[src/rtl/elastic_pe_ctx.sv]
// Elastic CGRA processing element: per-context config memory, repeat counts,
// an eager per-output fork at the head of a small result FIFO, and fire/stall counters.
module elastic_pe_ctx #(
    parameter int DATA_WIDTH = 32,
    parameter int NUM_IN     = 4,
    parameter int NUM_OUT    = 4,
    parameter int CTX_DEPTH  = 16,
    parameter int BUF_DEPTH  = 2,
    parameter int CTX_W      = (CTX_DEPTH > 1) ? $clog2(CTX_DEPTH) : 1,
    parameter int SEL_W      = $clog2(NUM_IN + 2)
) (
    input  logic                          clk,
    input  logic                          reset_n,
    input  logic                          cfg_we,
    input  logic [CTX_W-1:0]              cfg_addr,
    input  logic [SEL_W-1:0]              cfg_src_a,
    input  logic [SEL_W-1:0]              cfg_src_b,
    input  logic [2:0]                    cfg_op,
    input  logic [DATA_WIDTH-1:0]         cfg_const,
    input  logic [NUM_OUT-1:0]            cfg_out_mask,
    input  logic [7:0]                    cfg_repeat,
    input  logic [CTX_W-1:0]              last_ctx,
    input  logic                          start,
    input  logic                          halt,
    input  logic [NUM_IN*DATA_WIDTH-1:0]  in_data,
    input  logic [NUM_IN-1:0]             in_valid,
    output logic [NUM_IN-1:0]             in_stop,
    output logic [NUM_OUT*DATA_WIDTH-1:0] out_data,
    output logic [NUM_OUT-1:0]            out_valid,
    input  logic [NUM_OUT-1:0]            out_stop,
    output logic [CTX_W-1:0]              ctx_id,
    output logic                          busy,
    output logic [31:0]                   fire_count,
    output logic [31:0]                   stall_count
);

    localparam int PTR_W = (BUF_DEPTH > 1) ? $clog2(BUF_DEPTH) : 1;
    localparam int CNT_W = $clog2(BUF_DEPTH + 1);

    typedef struct packed {
        logic [SEL_W-1:0]      src_a;
        logic [SEL_W-1:0]      src_b;
        logic [2:0]            op;
        logic [DATA_WIDTH-1:0] cnst;
        logic [NUM_OUT-1:0]    mask;
        logic [7:0]            rpt;
    } cfg_t;

    // Handshake: a token moves on any channel when valid=1 and stop=0 in the same cycle.
    cfg_t                  cfg_mem [CTX_DEPTH];
    cfg_t                  cur;
    cfg_t                  wr_word;
    logic [CTX_W-1:0]      ctx;
    logic [CTX_W-1:0]      last_ctx_q;
    logic [7:0]            rep_cnt;
    logic                  running;
    logic [DATA_WIDTH-1:0] loc_reg;

    logic [DATA_WIDTH-1:0] fifo_data [BUF_DEPTH];
    logic [NUM_OUT-1:0]    fifo_mask [BUF_DEPTH];
    logic [PTR_W-1:0]      wr_ptr;
    logic [PTR_W-1:0]      rd_ptr;
    logic [CNT_W-1:0]      count;
    logic [NUM_OUT-1:0]    sent;

    logic                  va, vb, fire, pop, head_valid, fifo_full;
    logic [DATA_WIDTH-1:0] a, b, result, head_data;
    logic [NUM_OUT-1:0]    head_mask, accepted;

    assign cur     = cfg_mem[ctx];
    assign wr_word = '{src_a: cfg_src_a, src_b: cfg_src_b, op: cfg_op, cnst: cfg_const,
                       mask: cfg_out_mask, rpt: cfg_repeat};

    // Operand select: neighbours first, then local register, then constant; anything else never valid.
    always_comb begin
        va = 1'b0;
        vb = 1'b0;
        a  = '0;
        b  = '0;
        for (int i = 0; i < NUM_IN; i++) begin
            if (cur.src_a == SEL_W'(i)) begin
                va = in_valid[i];
                a  = in_data[i*DATA_WIDTH +: DATA_WIDTH];
            end
            if (cur.src_b == SEL_W'(i)) begin
                vb = in_valid[i];
                b  = in_data[i*DATA_WIDTH +: DATA_WIDTH];
            end
        end
        if (cur.src_a == SEL_W'(NUM_IN))     begin va = 1'b1; a = loc_reg;  end
        if (cur.src_a == SEL_W'(NUM_IN + 1)) begin va = 1'b1; a = cur.cnst; end
        if (cur.src_b == SEL_W'(NUM_IN))     begin vb = 1'b1; b = loc_reg;  end
        if (cur.src_b == SEL_W'(NUM_IN + 1)) begin vb = 1'b1; b = cur.cnst; end
    end

    always_comb begin
        result = '0;
        case (cur.op)
            3'd0: result = a + b;
            3'd1: result = a - b;
            3'd2: result = a * b;
            3'd3: result = a & b;
            3'd4: result = a | b;
            3'd5: result = a ^ b;
            3'd6: result = a;
            default: result = cur.cnst;
        endcase
    end

    assign fifo_full  = (count == CNT_W'(BUF_DEPTH));
    assign head_valid = (count != '0);
    assign head_data  = fifo_data[rd_ptr];
    assign head_mask  = fifo_mask[rd_ptr];
    assign fire       = running & ~halt & ~start & va & vb & ~fifo_full;

    always_comb begin
        in_stop = '1;
        for (int i = 0; i < NUM_IN; i++) begin
            in_stop[i] = ~(fire & ((cur.src_a == SEL_W'(i)) | (cur.src_b == SEL_W'(i))));
        end
    end

    // Eager fork: each masked output takes the head once; the head pops when all have it.
    assign out_valid = {NUM_OUT{head_valid}} & head_mask & ~sent;
    assign accepted  = out_valid & ~out_stop;
    assign pop       = head_valid & ((head_mask & ~(sent | accepted)) == '0);
    assign out_data  = {NUM_OUT{head_valid ? head_data : {DATA_WIDTH{1'b0}}}};
    assign ctx_id    = ctx;
    assign busy      = running | head_valid;

    always_ff @(posedge clk or negedge reset_n) begin
        if (!reset_n) begin
            for (int i = 0; i < CTX_DEPTH; i++) cfg_mem[i] <= '0;
        end else if (cfg_we) begin
            cfg_mem[cfg_addr] <= wr_word;
        end
    end

    always_ff @(posedge clk or negedge reset_n) begin
        if (!reset_n) begin
            ctx         <= '0;
            last_ctx_q  <= '0;
            rep_cnt     <= '0;
            running     <= 1'b0;
            loc_reg     <= '0;
            wr_ptr      <= '0;
            rd_ptr      <= '0;
            count       <= '0;
            sent        <= '0;
            fire_count  <= '0;
            stall_count <= '0;
            for (int i = 0; i < BUF_DEPTH; i++) begin
                fifo_data[i] <= '0;
                fifo_mask[i] <= '0;
            end
        end else if (start) begin
            ctx         <= '0;
            rep_cnt     <= '0;
            running     <= 1'b1;
            last_ctx_q  <= last_ctx;
            wr_ptr      <= '0;
            rd_ptr      <= '0;
            count       <= '0;
            sent        <= '0;
            fire_count  <= '0;
            stall_count <= '0;
        end else begin
            if (fire) begin
                fifo_data[wr_ptr] <= result;
                fifo_mask[wr_ptr] <= cur.mask;
                wr_ptr            <= (wr_ptr == PTR_W'(BUF_DEPTH - 1)) ? '0 : wr_ptr + PTR_W'(1);
                loc_reg           <= result;
                fire_count        <= fire_count + 32'd1;
                if (rep_cnt == cur.rpt) begin
                    rep_cnt <= '0;
                    ctx     <= (ctx == last_ctx_q) ? '0 : ctx + CTX_W'(1);
                end else begin
                    rep_cnt <= rep_cnt + 8'd1;
                end
            end
            if (running && !halt && !fire) stall_count <= stall_count + 32'd1;
            if (pop) begin
                rd_ptr <= (rd_ptr == PTR_W'(BUF_DEPTH - 1)) ? '0 : rd_ptr + PTR_W'(1);
                sent   <= '0;
            end else begin
                sent <= sent | accepted;
            end
            if (fire && !pop)      count <= count + CNT_W'(1);
            else if (!fire && pop) count <= count - CNT_W'(1);
        end
    end

endmodule
[config.mk]
export PLATFORM = sky130hd
export DESIGN_NAME = elastic_pe_ctx
export DESIGN_NICKNAME = d
export VERILOG_FILES = /design/src/rtl/elastic_pe_ctx.sv
export SDC_FILE = /design/constraint.sdc
export NUM_CORES = 2
export LEC_CHECK = 0
export CORE_AREA = 3 3 382 384
export DETAILED_ROUTE_END_ITERATION = 10
export DIE_AREA = 0 0 385 387
export GPL_TIMING_DRIVEN = 0
export PLACE_DENSITY = 0.65
export SLEW_MARGIN = 15
export SYNTH_ARGS = -nofsm -noshare
export SYNTH_HDL_FRONTEND = slang
export SYNTH_SLANG_ARGS = --single-unit
[constraint.sdc]
create_clock -name clk -period 18.4 [get_ports clk]
set_input_delay 3.68 -clock clk [delete_from_list [all_inputs] [get_ports clk]]
set_output_delay 3.68 -clock clk [all_outputs]
set_load 0.02 [all_outputs]
==> results.yml <==
placement:
  gp_congestion: 1.10
  dp_cells: 8611
  place_hpwl_um: 207000
  pre_cts_ws_ns: 2.84
  numPortBuffers: 406
sta:
  finalMaxSlewViolations: 0
  max_freq_ghz: 0.0624
  fin_ws_ns: 2.37
  grt_setup_unrepaired: "false"
  clock_skew_ns: 0.105
  hold_viol: 0
  hold_ws_ns: 0.480
  timing.slew.headroom_pct: 8.72
  finalSetupViolCount: 0
  finalSetupTns_ns: 0
  tightest_slew_ns: 1.37
  fin_crit_ns: 16.03
  period_share_pct: 87.1
finish:
  drive_gt1_share_pct: 24.0
  regMostFlops: "cfg_mem"
  biggestRegsByFlops: "cfg_mem (848), fifo_data (64)"
  largest_reg_flops: 848
  area_growth_pct: 15.3
  final_cells: 8820
  fillCellCount: 12100
  area.sequential_mm2: 0.0261
  multiInputGateArea_mm2: 0.0407
  layout.nets: 7649
setup_path:
  required_ns: 19.03
  crit_slowest_cell: "nor3_2"
  cp-start-kind: "flop"
  critical_path_arrival_ns: 16.66
  path_max_fanout: 10
  startpoint: "ctx_id[1]$_DFFE_PN0P_"
  crit_path_end_kind: "flop"
  path_class: "flop to flop"
  worst_path_most_repeated_cell: "fa_1"
  timing.rr.start: "ctx_id[1]$_DFFE_PN0P_"
  cpPeakStageDelay_ns: 1.05
global_route:
  grt_max_degree: 167
  grt_usage_pct: 36.4
  grt_overflow: 0
  antenna_found_initial: 12
  grt_pass1_wl_um: 391000
  grt_pass1_vias: 54900
yosys:
  syn_inst: 6280
  synthFlopType: "dfrtp_1"
  synth_top_family_by_area: "multiplexers"
  yosys_warnings: 0
  synthAdderAreaFrac_pct: 15.4
  yosys.cell_types.count: 100
  synth_xor_area_share_pct: 2.67
  syn-cell-area_mm2: 0.0712
  async_flop_share_pct: 100
  synth_compound_area_share_pct: 6.02
  synth-edff-count: 0
  ys_ff_latch: 1041
  muxShareOfSynthArea_pct: 24.5
  synth_area_per_cell_um2: 11.3
  synth.yosys.seq_area_share_pct: 36.6
  synthSimpleGateAreaFrac_pct: 8.36
  syn_nets: 7111
die:
  core_area_mm2: 0.143
  rows: 139
  dieHeight_um: 387
  die_x_um: 385
  dieArea_mm2: 0.149
  start_util_pct: 49.7
  ioPinCount: 407
clock_network:
  cts_root_buffer: "clkbuf_16"
  clk_latency_ns: 0.77
  cts_hold_buf: 0
  cts_resized: 0
  htree_levels: 3
  cts_tree: "built"
  cts_sinks: 1041
  clk_pin_slew_ns: 0.06
  cts_buffer_depth: 3
  cts_setup_buffers: 0
  cts_made_buffers: 108
detailed_routing:
  routed_wl_um: 271000
  routed_via_density: 6.09
  drc_errors: 0
  drtAntennaViolNets: 0
  drtPass1Iterations: 8
  detail_route.wl_per_cell_um: 30.8
  num_vias: 53800
  drt_iter0_drc: 5384
run_status:
  status: "completed"
run:
  cap_violations: 0
worst_hold_path:
  hp-class: "flop to flop"
  hp-start: "fifo_data[22]$_DFFE_PN0P_"
-- kinds of logic after synthesis --
logic type	after synthesis
XOR/XNOR	205
multiplexers	1316
AO/OA/AOI/OAI	651
buffers and inverters	1033
AND/OR/NAND/NOR	1403
adder cells (fa/ha/maj)	631
flip-flops	1041
-- per-layer routing --
layer | GRT usage (%) | wire [um] | vias up
met5 | 0 | 61 | -
met4 | 19.2 | 17300 | 8
met3 | 8.99 | 26300 | 672
met2 | 55.4 | 121000 | 2584
met1 | 48.3 | 107000 | 28000
li1 | - | - | 22500
-- synth_stat cells, drive strengths merged (8+ instances only) --
cell | count | area (um^2)
o22ai | 20 | 125
a21oi | 163 | 816
inv | 515 | 1930
xor2 | 73 | 639
nor4 | 9 | 56.3
fa | 409 | 8190
o21bai | 8 | 60.1
nand3 | 69 | 363
a31oi | 17 | 106
a221oi | 23 | 208
a22o | 9 | 78.8
or3 | 19 | 119
nor2b | 20 | 125
nand2 | 595 | 2240
clkinv | 16 | 72.6
mux2 | 960 | 10800
and3 | 34 | 213
nand3b | 8 | 60.1
o31ai | 18 | 135
ha | 220 | 2750
nand2b | 29 | 181
nor3 | 40 | 274
mux4 | 239 | 5460
mux2i | 117 | 1190
xnor2 | 125 | 1100
o221ai | 28 | 283
a2111oi | 8 | 95.1
a21o | 41 | 308
nand4 | 12 | 75.1
or2 | 10 | 62.6
o21ai | 173 | 866
o21a | 14 | 105
dfrtp | 1041 | 26000
and2 | 9 | 56.3
a22oi | 49 | 378
a211oi | 11 | 82.6
clkbuf | 272 | 1020
nor2 | 535 | 2010
buf | 230 | 1550
-- area by class of cell --
type,count,share of cell area [%]
flip-flops and latches,1041,31.8
plain buffers,502,3.14
clock inverters,48,0.842
multi-input cells,4206,49.6
inverters,531,2.45
diodes,7,0.0214
clock buffers,154,3.86
well taps,1903,2.90
repair buffers,428,5.40
-- worst max-delay path: cells and delay by family, from the launching register on --
family | cells | cell delay (ns)
AOI/OAI and AO/OA | 12 | 4.78
xor gates and xnor gates | 1 | 0.23
adders and majority gates | 10 | 4.30
buffers and inverters | 12 | 3.71
DFF | 1 | 0.43
muxes | 2 | 0.86
and+or+nand+nor | 3 | 1.56
-- path summary, 6_finish.rpt --
| kind | cells after the start | slack (ns) | end |
|---|---|---|---|
| min in group asynchronous | 2 | 3.07 | stall_count[29]$_DFFE_PN0P_ |
| hold reg to reg | 2 | 0.48 | fifo_data[22]$_DFFE_PN0P_ |
| setup reg to reg | 40 | 2.37 | fifo_data[59]$_DFFE_PN0P_ |
| max in group asynchronous | 7 | 11.93 | cfg_mem[179]$_DFFE_PN0P_ |
| hold / removal | 2 | 0.48 | fifo_data[22]$_DFFE_PN0P_ |
| setup / recovery | 40 | 2.37 | fifo_data[59]$_DFFE_PN0P_ |
-- per-stage QoR --
| step | instance area [um^2] | utilization, % |
|---|---|---|
| floorplan | 71200 | - |
| global placement | 77600 | 54.2 |
| detailed placement | 78100 | 54.6 |
| CTS | 82000 | 57.3 |
| global route | 82000 | 57.3 |
| finish | 82000 | 57.3 |
-- cell usage in the layout (no fill, tap or decap), types with 17 or more instances in the layout --
cell and count:
dfrtp_1 1041, nand2_1 593, o22ai_1 20, nand2b_1 29
xnor2_1 124, o221ai_1 20, clkbuf_8 29, clkbuf_16 108
a31oi_1 17, o21ai_0 167, mux2_2 959, a21o_1 41
a21oi_1 163, mux2i_1 113, and3_1 34, a221oi_1 19
nor2b_1 20, clkbuf_1 285, nand3_1 67, ha_1 220
inv_1 506, fa_1 409, o31ai_1 18, buf_2 48
a22oi_1 46, mux4_2 219, nor2_1 526, buf_4 124
xor2_1 73, mux4_1 20, buf_6 22, nor3_1 26
buf_1 45, clkinv_2 23, clkdlybuf4s50_1 405, or3_1 19
Power is not shown: default switching activity piles up to over one toggle a cycle in this logic, so the estimate is an artifact.
